## src/rtl/ikaopll_pkg.sv

```systemverilog
// Shared constants and state type for the OPLL sample accumulator.
// Widths cover 9 slots of 10-bit samples per channel and the gained mix.
package ikaopll_pkg;

  localparam int SLOTS_PER_CH = 9;
  localparam int DAC_W        = 10;
  localparam int CNT_W        = 4;
  localparam int ACC_W        = 14;
  localparam int SUM_W        = 18;
  localparam int OUT_W        = 16;

  typedef enum logic {
    WAIT_SYNC = 1'b0,
    ACCUM     = 1'b1
  } acc_state_t;

  function automatic logic signed [ACC_W-1:0] dac_to_acc(input logic signed [DAC_W-1:0] x);
    return ACC_W'(x);
  endfunction

endpackage

```

## src/rtl/ikaopll_sample_acc_if.sv

```systemverilog
// Sample strobe / mixed output bundle between the pin wrapper and the core.
interface ikaopll_sample_acc_if;
  import ikaopll_pkg::*;

  logic                    frame_start;
  logic                    mo_sample;
  logic signed [DAC_W-1:0] mo;
  logic                    ro_sample;
  logic signed [DAC_W-1:0] ro;
  logic signed [OUT_W-1:0] sample;
  logic                    sample_valid;
  logic                    clip;
  logic                    overrun;

  modport master (
    output frame_start, mo_sample, mo, ro_sample, ro,
    input  sample, sample_valid, clip, overrun
  );

  modport slave (
    input  frame_start, mo_sample, mo, ro_sample, ro,
    output sample, sample_valid, clip, overrun
  );

endinterface

```

## src/rtl/ikaopll_sample_acc_core.sv

```systemverilog
// Per-frame MO/RO accumulation, stage-1 capture and gained/saturated stage-2 output.
// A frame-start both closes the running frame and opens the next one.
module ikaopll_sample_acc_core
  import ikaopll_pkg::*;
#(
  parameter int MO_GAIN = 1,
  parameter int RO_GAIN = 2
) (
  input logic                 clk,
  input logic                 rst,
  ikaopll_sample_acc_if.slave bus
);

  localparam logic [CNT_W-1:0]        CNT_MAX = CNT_W'(SLOTS_PER_CH);
  localparam logic signed [SUM_W-1:0] MO_G    = SUM_W'(MO_GAIN);
  localparam logic signed [SUM_W-1:0] RO_G    = SUM_W'(RO_GAIN);

  acc_state_t              state_q, state_d;
  logic signed [ACC_W-1:0] mo_acc_q, mo_acc_d, ro_acc_q, ro_acc_d;
  logic [CNT_W-1:0]        mo_cnt_q, mo_cnt_d, ro_cnt_q, ro_cnt_d;
  logic signed [ACC_W-1:0] s1_mo_q, s1_mo_d, s1_ro_q, s1_ro_d;
  logic                    s1_vld_q, s1_vld_d;
  logic signed [OUT_W-1:0] sample_q, sample_d;
  logic                    valid_q, valid_d;
  logic                    clip_q, clip_d;
  logic                    ovr_q, ovr_d;

  logic signed [SUM_W-1:0] mix_sum;
  logic signed [OUT_W-1:0] mix_sat;
  logic                    mix_clip;

  always_comb begin
    state_d  = state_q;
    mo_acc_d = mo_acc_q;
    ro_acc_d = ro_acc_q;
    mo_cnt_d = mo_cnt_q;
    ro_cnt_d = ro_cnt_q;
    s1_mo_d  = s1_mo_q;
    s1_ro_d  = s1_ro_q;
    s1_vld_d = 1'b0;
    ovr_d    = ovr_q;
    unique case (state_q)
      WAIT_SYNC: begin
        if (bus.frame_start) state_d = ACCUM;
      end
      ACCUM: begin
        if (bus.frame_start) begin
          s1_mo_d  = mo_acc_q;
          s1_ro_d  = ro_acc_q;
          s1_vld_d = 1'b1;
          mo_acc_d = '0;
          ro_acc_d = '0;
          mo_cnt_d = '0;
          ro_cnt_d = '0;
        end
        // Strobes apply after the frame clear so a coincident one opens the new frame.
        if (bus.mo_sample) begin
          if (mo_cnt_d == CNT_MAX) begin
            ovr_d = 1'b1;
          end else begin
            mo_acc_d = mo_acc_d + dac_to_acc(bus.mo);
            mo_cnt_d = mo_cnt_d + 1'b1;
          end
        end
        if (bus.ro_sample) begin
          if (ro_cnt_d == CNT_MAX) begin
            ovr_d = 1'b1;
          end else begin
            ro_acc_d = ro_acc_d + dac_to_acc(bus.ro);
            ro_cnt_d = ro_cnt_d + 1'b1;
          end
        end
      end
      default: state_d = WAIT_SYNC;
    endcase
  end

  always_comb begin
    mix_sum  = SUM_W'(s1_mo_q) * MO_G + SUM_W'(s1_ro_q) * RO_G;
    sample_d = s1_vld_q ? mix_sat : sample_q;
    valid_d  = s1_vld_q;
    clip_d   = s1_vld_q & mix_clip;
  end

  ikaopll_sat #(
    .IN_W  (SUM_W),
    .RES_W (OUT_W)
  ) u_sat (
    .i_sum  (mix_sum),
    .o_sat  (mix_sat),
    .o_clip (mix_clip)
  );

  always_ff @(posedge clk) begin
    if (rst) begin
      state_q  <= WAIT_SYNC;
      mo_acc_q <= '0;
      ro_acc_q <= '0;
      mo_cnt_q <= '0;
      ro_cnt_q <= '0;
      s1_mo_q  <= '0;
      s1_ro_q  <= '0;
      s1_vld_q <= 1'b0;
      sample_q <= '0;
      valid_q  <= 1'b0;
      clip_q   <= 1'b0;
      ovr_q    <= 1'b0;
    end else begin
      state_q  <= state_d;
      mo_acc_q <= mo_acc_d;
      ro_acc_q <= ro_acc_d;
      mo_cnt_q <= mo_cnt_d;
      ro_cnt_q <= ro_cnt_d;
      s1_mo_q  <= s1_mo_d;
      s1_ro_q  <= s1_ro_d;
      s1_vld_q <= s1_vld_d;
      sample_q <= sample_d;
      valid_q  <= valid_d;
      clip_q   <= clip_d;
      ovr_q    <= ovr_d;
    end
  end

  assign bus.sample       = sample_q;
  assign bus.sample_valid = valid_q;
  assign bus.clip         = clip_q;
  assign bus.overrun      = ovr_q;

endmodule

```

## src/rtl/ikaopll_sat.sv

```systemverilog
// Clamp a wide signed sum to the output range and flag when clamping happened.
module ikaopll_sat
  import ikaopll_pkg::*;
#(
  parameter int IN_W  = SUM_W,
  parameter int RES_W = OUT_W
) (
  input  logic signed [IN_W-1:0]  i_sum,
  output logic signed [RES_W-1:0] o_sat,
  output logic                    o_clip
);

  localparam logic signed [IN_W-1:0] MAXV = IN_W'((1 <<< (RES_W-1)) - 1);
  localparam logic signed [IN_W-1:0] MINV = ~MAXV;

  always_comb begin
    o_sat  = i_sum[RES_W-1:0];
    o_clip = 1'b0;
    if (i_sum > MAXV) begin
      o_sat  = MAXV[RES_W-1:0];
      o_clip = 1'b1;
    end else if (i_sum < MINV) begin
      o_sat  = MINV[RES_W-1:0];
      o_clip = 1'b1;
    end
  end

endmodule

```

## src/rtl/ikaopll_sample_acc.sv

```systemverilog
// Pin-level wrapper: maps the OPLL-style ports onto the internal bundle and core.
module ikaopll_sample_acc
  import ikaopll_pkg::*;
#(
  parameter int MO_GAIN = 1,
  parameter int RO_GAIN = 2
) (
  input  logic                    i_EMUCLK,
  input  logic                    i_RST,
  input  logic                    i_FRAME_START,
  input  logic                    i_MO_SAMPLE,
  input  logic signed [DAC_W-1:0] i_MO,
  input  logic                    i_RO_SAMPLE,
  input  logic signed [DAC_W-1:0] i_RO,
  output logic signed [OUT_W-1:0] o_SAMPLE,
  output logic                    o_SAMPLE_VALID,
  output logic                    o_CLIP,
  output logic                    o_OVERRUN
);

  ikaopll_sample_acc_if bus ();

  assign bus.frame_start = i_FRAME_START;
  assign bus.mo_sample   = i_MO_SAMPLE;
  assign bus.mo          = i_MO;
  assign bus.ro_sample   = i_RO_SAMPLE;
  assign bus.ro          = i_RO;

  assign o_SAMPLE        = bus.sample;
  assign o_SAMPLE_VALID  = bus.sample_valid;
  assign o_CLIP          = bus.clip;
  assign o_OVERRUN       = bus.overrun;

  ikaopll_sample_acc_core #(
    .MO_GAIN (MO_GAIN),
    .RO_GAIN (RO_GAIN)
  ) u_core (
    .clk (i_EMUCLK),
    .rst (i_RST),
    .bus (bus.slave)
  );

endmodule

```

## config.mk

```make
export PLATFORM = sky130hd
export DESIGN_NAME = ikaopll_sample_acc
export DESIGN_NICKNAME = d
export VERILOG_FILES = /design/src/rtl/ikaopll_pkg.sv /design/src/rtl/ikaopll_sample_acc_if.sv /design/src/rtl/ikaopll_sample_acc_core.sv /design/src/rtl/ikaopll_sat.sv /design/src/rtl/ikaopll_sample_acc.sv
export SDC_FILE = /design/constraint.sdc
export NUM_CORES = 1
export LEC_CHECK = 0
export ABC_AREA = 1
export BUFFER_PORTS_ARGS = -buffer_cell sky130_fd_sc_hd__buf_4
export CAP_MARGIN = 25
export CORE_MARGIN = 2
export CORE_UTILIZATION = 54
export DETAILED_ROUTE_END_ITERATION = 6
export PLACE_DENSITY = 0.72
export SYNTH_ARGS = -nofsm -noshare
export SYNTH_HDL_FRONTEND = slang
export SYNTH_SLANG_ARGS = --single-unit
```

## constraint.sdc

```tcl
create_clock -name i_EMUCLK -period 2.6 [get_ports i_EMUCLK]
set_input_delay 0.39 -clock i_EMUCLK [delete_from_list [all_inputs] [get_ports i_EMUCLK]]
set_output_delay 0.39 -clock i_EMUCLK [all_outputs]
set_load 0.01 [all_outputs]
```

==> Yosys cells after proc, flatten, opt, wreduce, memory -nomap -nowiden <==
Index checks and enable logic that the tools add are counted.
{ "word_totals": {"regBits": 85, "output_inout_bits": 19} }
{ "op_classes": {"addsub": 5, "magnitude_cmp": 2, "eq_ne": 2, "n_mux": 26, "n_bitwise": 2, "reduce_logical": 2} }
{ "op_table": {"columns": ["op", "count"], "rows": [
  ["14-bit two-way mux", 8],
  ["16-bit two-way mux", 2],
  ["4-bit two-way mux", 8],
  ["14-bit by 10-bit adder with 14-bit output", 2],
  ["18-bit by 16-bit greater-than comparator with 1-bit output (second input constant)", 1],
  ["18-bit by 16-bit less-than comparator with 1-bit output (second input constant)", 1],
  ["14-bit by 15-bit adder with 16-bit output", 1],
  ["4-bit by 1-bit adder with 4-bit output (second input constant)", 2],
  ["4-bit equality test (second input constant)", 2],
  ["1-bit two-way mux", 8],
  ["2-bit AND reduction", 1],
  ["2-bit OR reduction", 1],
  ["1-bit AND", 1],
  ["1-bit NOT", 1]
]} }

==> Logic depth before layout (Yosys ltp) <==
{ "logic_depth": {"depth_word": 7, "depth_mapped": 16, "depth_no_buf": 15} }

==> Hierarchy <==
From an unflattened synthesis, not the netlist that was laid out.
{ "hier_totals": {"cells_unflattened": 906, "hier_area_um2": 5888.1} }
{ "modules_own_cells": {"columns": ["module", "instances", "cells_each", "area_per_inst_um2", "seq_area_each_um2"], "rows": [
  ["ikaopll_sample_acc_core", 1, 869, 5700.5, 1701.6],
  ["ikaopll_sat", 1, 37, 187.7, 0.0]
]} }

==> Worst setup path after synthesis <==
No wires, ideal clock.
{ "synth_path": {"kind": "input port to flip-flop", "from": "input port i_FRAME_START", "to": "register u_core.ro_acc_q[13]", "setup_ps": 115, "arrival_ps": 1999, "required_time_ps": 2485, "slack_ps": 486, "stages": 13, "n_path_buf": 2, "path_cell_list": "buf_4 -> buf_2 -> nor2_1 -> ha_1 -> a21oi_2 -> nand2_2 -> nand2_2 -> nand2_2 -> nand2_1 -> nand2_1 -> or2_1 -> a21oi_1 -> nor2_1"} }
{ "synth_via": {"elab_chain_cells": 5, "word_cells_on_any_way": 8, "classes_between": "1 x add/sub; 1 x eq/ne; 6 x mux"} }
{ "synth_rtl": {"columns": ["element", "line_no", "rtl"], "rows": [
  ["from (decl)", "ikaopll_sample_acc.sv:10", "input logic i_FRAME_START,"],
  ["14-bit two-way mux / 4-bit two-way mux (equally long branches)", "ikaopll_sample_acc_core.sv:47", "if (bus.frame_start) begin"],
  ["14-bit two-way mux / 4-bit two-way mux (equally long branches)", "ikaopll_sample_acc_core.sv:42", "unique case (state_q)"],
  ["14-bit by 10-bit adder with 14-bit output / 4-bit equality test (equally long branches)", "ikaopll_sample_acc_core.sv:69, ikaopll_sample_acc_core.sv:66", null],
  ["14-bit two-way mux", "ikaopll_sample_acc_core.sv:66", "if (ro_cnt_d == CNT_MAX) begin"],
  ["14-bit two-way mux *", "ikaopll_sample_acc_core.sv:65", "if (bus.ro_sample) begin"],
  ["to (signal assigned)", "ikaopll_sample_acc_core.sv:111", "ro_acc_q <= ro_acc_d;"],
  ["to (decl)", "ikaopll_sample_acc_core.sv:19", "logic signed [ACC_W-1:0] mo_acc_q, mo_acc_d, ro_acc_q, ro_acc_d;"]
]} }
Mark *: on every way between the ends. The rest lies on a longest branch, timed or not. The select of a mux whose other input is x is not followed.
A chain may end at the register's enable or synchronous reset.

==> Worst setup path after layout <==
{ "layout_path": {"from": "register u_core.mo_acc_q[0]", "to": "register u_core.mo_acc_q[8]"} }
{ "layout_via": {"elab_chain_cells": 5} }
{ "layout_rtl": {"columns": ["element", "line_no", "rtl"], "rows": [
  ["from (decl)", "ikaopll_sample_acc_core.sv:19", null],
  ["from (signal assigned)", "ikaopll_sample_acc_core.sv:110", "mo_acc_q <= mo_acc_d;"],
  ["14-bit two-way mux", "ikaopll_sample_acc_core.sv:47", null],
  ["14-bit two-way mux", "ikaopll_sample_acc_core.sv:42", null],
  ["14-bit by 10-bit adder with 14-bit output", "ikaopll_sample_acc_core.sv:61", "mo_acc_d = mo_acc_d + dac_to_acc(bus.mo);"],
  ["14-bit two-way mux", "ikaopll_sample_acc_core.sv:58", "if (mo_cnt_d == CNT_MAX) begin"],
  ["14-bit two-way mux", "ikaopll_sample_acc_core.sv:57", "if (bus.mo_sample) begin"]
]} }
No other way between the ends. The select of a mux whose other input is x is not followed.

==> results.md <==
* Total negative slack at 0 ns
* Gr usage total at 25.5%
* GR Overflow Total at 0
* 1st-pass router iterations at 6
* Area delta synth->final at 10.6%
* Placed instance area at 6080 um2
* Clock Latency Late Sink at 0.35 ns
* Crit path DAT at 2.38 ns
* DRC viols at 0
* Synth Warn # at 0
* Min Hold Slack at 0.434 ns
* Max VDD drop at 0.213 mV
* CTS tree: done
* Max FO, Critical Path at 4
* First-pass GRT wire length at 23.5 mm
* Site Rows at 37
* Sw frac at 31.0%
* Initial Util at 55.4%
* Internal power at 1.98 mW
* Cell area after layout at 6270 um2
* Max Cap Violations at 0
* Post-synthesis mux area share at 0%
* Hold_buf cts at 0
* Core area at 10200 um2
* Largest net degree at the start of global routing at 41
* CTS Buffer Depth at 2
* Worst min path class: input pin to flip-flop
* Cell Area, Synth at 5660 um2
* Compound-cell area share of the yosys netlist at 18.2%
* WL/cell at 13.6 um
* Initial antenna violation count at 0
* Sink Count at 85
* Mapped Nets at 933
* EDFF count, synth at 0
* GPL Wtd Cong at 0.942
* Hold violation count in the final report at 0
* Sequential share of power at 49.2%
* CP Class: flip-flop to flip-flop
* Xor/xnor share of the synthesized area at 2.47%
* 1st-iter DRT viols at 378
* Die W at 106 um
* Io pins at 44
* F_max at 463 MHz
* Port bufs at 43
* Chip height at 106 um
* RSZ-0062 raised after global routing: false
* CTS root buf: clkbuf_8
* Final setup margin at 0.440 ns
* Die ar. at 11300 um2
* Power Density at 459 nW/um2
* Setup Skew at 0.0146 ns
* Status: complete, no violations
* Pins over their slew limit at 0
* Routed vias at 5619
* Resized cells post-CTS at 0
* H-tree Lvls at 3
* Antenna-violating nets left at 0
* Worst-path clk slew at 0.09 ns
* Critical path startpoint category: flip-flop
* Avg Synthesized Cell Area at 6.58 um2
* Share of cells above drive strength 1 at 10.7%
* Post-layout minimum cycle time at 2.16 ns
* Switch Pwr at 891 uW
* Vias per cell at 5.42
* HPWL after detailed placement at 10.6 mm
* Worst path required time at 2.82 ns
* Synth Area in Simple Gates at 28.3%
* Leakage Power at 3.02 nW
* Final nets at 967
* Synthesized flop and latch total at 85
* Main combinational cell family by area after synthesis: simple AND/OR/NAND/NOR gates
* Post-synthesis adder-cell area fraction at 10.8%
* Crit end category: flip-flop
* Synth Flop Type: dfxtp_1
* # Post-CTS Setup Buffers at 0
* Antenna cells at 0
* Share of total power in combinational logic at 20.3%
* Setup violators final at 0
* Vias in the first global route at 5122
* Pre-CTS WS at 0.205 ns
* Tcrit/Tclk final at 83.1%
* CTS buffer count at 9
* Register area share after synthesis at 30.0%
* Total Wirelength at 14.1 mm
* Clock Power Share at 30.5%
* Asr flop ratio synth at 0%
* Cell variety after synth at 43
* Mapped Cells at 861
-- sequential cells by signal (all words and copies together) (netlist names) --
| register | flops |
|---|---|
| u_core.bus.overrun | 1 |
| u_core.mo_cnt_q | 4 |
| u_core.bus.sample | 16 |
| u_core.s1_ro_q | 14 |
| u_core.s1_vld_q | 1 |
| u_core.mo_acc_q | 14 |
| u_core.ro_acc_q | 14 |
| u_core.bus.clip | 1 |
| u_core.s1_mo_q | 14 |
| u_core.state_q | 1 |
| u_core.bus.sample_valid | 1 |
| u_core.ro_cnt_q | 4 |
-- worst max-delay path, cell delays in order (launching register included) --
cell,delay (ns)
dfxtp_1,0.32
inv_1,0.10
nor2_1,0.15
ha_1,0.19
inv_1,0.07
fa_1,0.41
inv_1,0.10
nand3_1,0.07
nand2_1,0.12
nand2_1,0.06
nand2_1,0.09
nand2_1,0.06
nand2_1,0.07
a21oi_1,0.06
o21ai_1,0.08
a21oi_1,0.07
-- layout by cell type, fill, tap and decap left out, types with 5 or more instances in the layout --
| master | Yosys | layout |
|---|---|---|
| ha_1 | 44 | 44 |
| o21ai_0 | 33 | 33 |
| nand3_1 | 43 | 43 |
| inv_2 | 11 | 11 |
| nand2_2 | 5 | 5 |
| clkbuf_8 | 1 | 11 |
| o211ai_1 | 12 | 12 |
| dfxtp_1 | 85 | 85 |
| nor3_1 | 7 | 7 |
| a21oi_1 | 98 | 98 |
| inv_1 | 107 | 107 |
| o21ai_1 | 33 | 33 |
| xor2_1 | 11 | 11 |
| xnor2_1 | 5 | 5 |
| nor2_1 | 94 | 94 |
| nand2_1 | 200 | 200 |
| buf_4 | 1 | 49 |
| nand4_1 | 13 | 13 |
-- layout make-up --
| type | count | area (um2) |
|---|---|---|
| clock inverter | 5 | 35.0 |
| inverter | 119 | 449 |
| tap | 136 | 170 |
| clock buffer | 11 | 151 |
| multi-input combinational | 631 | 3390 |
| fill | 1013 | 3970 |
| timing repair buffer | 49 | 368 |
| sequential | 85 | 1700 |
-- power groups by stage --
stage / clock [mW] / combinational, mW / sequential, mW
5_1_grt: 0.961 / 0.659 / 1.42
2_1_floorplan: 0 / 0.414 / 1.44
6_report: 0.876 / 0.584 / 1.41
4_1_cts: 0.908 / 0.582 / 1.41
3_5_place_dp: 0 / 0.577 / 1.44
3_3_place_gp: 0 / 0.567 / 1.44
-- layer usage --
layer  routed length, um  vias to the layer above  GRT usage [%]
met4                 174                        0           6.49
met5                   0                        -              0
met2                6680                      183           44.0
li1                    -                     2880              -
met1                6360                     2534           33.9
met3                 864                       22           3.13
-- cells in the mapped netlist (2+ instances only) --
master    number  area, um2
a21oi_1       98        490
nand3_1       43        215
fa_1           3       60.1
xor2_1        11       96.3
xnor2_1        5       43.8
nor2_1        94        353
clkbuf_1      12       45.0
or2_1          3       18.8
a221oi_1       2       17.5
nand2_1      200        751
buf_1          3       11.3
o21ai_0       33        165
nor2_4         3       33.8
o22ai_1        2       12.5
dfxtp_1       85       1700
inv_2         11       41.3
a21oi_2        2       17.5
inv_1        107        402
o21ai_1       33        165
o211ai_1      12       90.1
ha_1          44        551
nand3_2        2       20.0
buf_2          9       45.0
nor3_1         7       35.0
nand2_2        5       31.3
o21bai_1       3       22.5
nand4_1       13       81.3
-- per-stage QoR --
stage | utilization (%) | total power [mW] | instances
finish | 61.2 | 2.87 | 1036
global route | 61.2 | 3.04 | 1036
CTS | 61.2 | 2.90 | 1036
detailed placement | 59.4 | 2.02 | 1020
global placement | 59.4 | 2.01 | 1020
floorplan | - | 1.85 | 861
-- logic make-up (layout without fill, tap and decap cells) --
kind of cell / after synthesis / count (layout)
compound gates: 190 / 190
xor+xnor: 16 / 16
fa+ha+maj: 47 / 47
buf+inv: 145 / 184
flops: 85 / 85
other cells: 1 / 1
simple gates: 377 / 377
-- final timing paths --
kind                            start             endpoint  slack (ns)  depth (start not counted)
setup reg to reg   u_core.mo_acc_q[0]   u_core.mo_acc_q[8]        0.44                         15
hold reg to reg   u_core.mo_acc_q[13]   u_core.s1_mo_q[13]        0.46                          2
hold / removal                i_RO[9]  u_core.ro_acc_q[13]        0.43                          5
setup / recovery   u_core.mo_acc_q[0]   u_core.mo_acc_q[8]        0.44                         15
No activity file was read; power rests on OpenSTA's default activity.
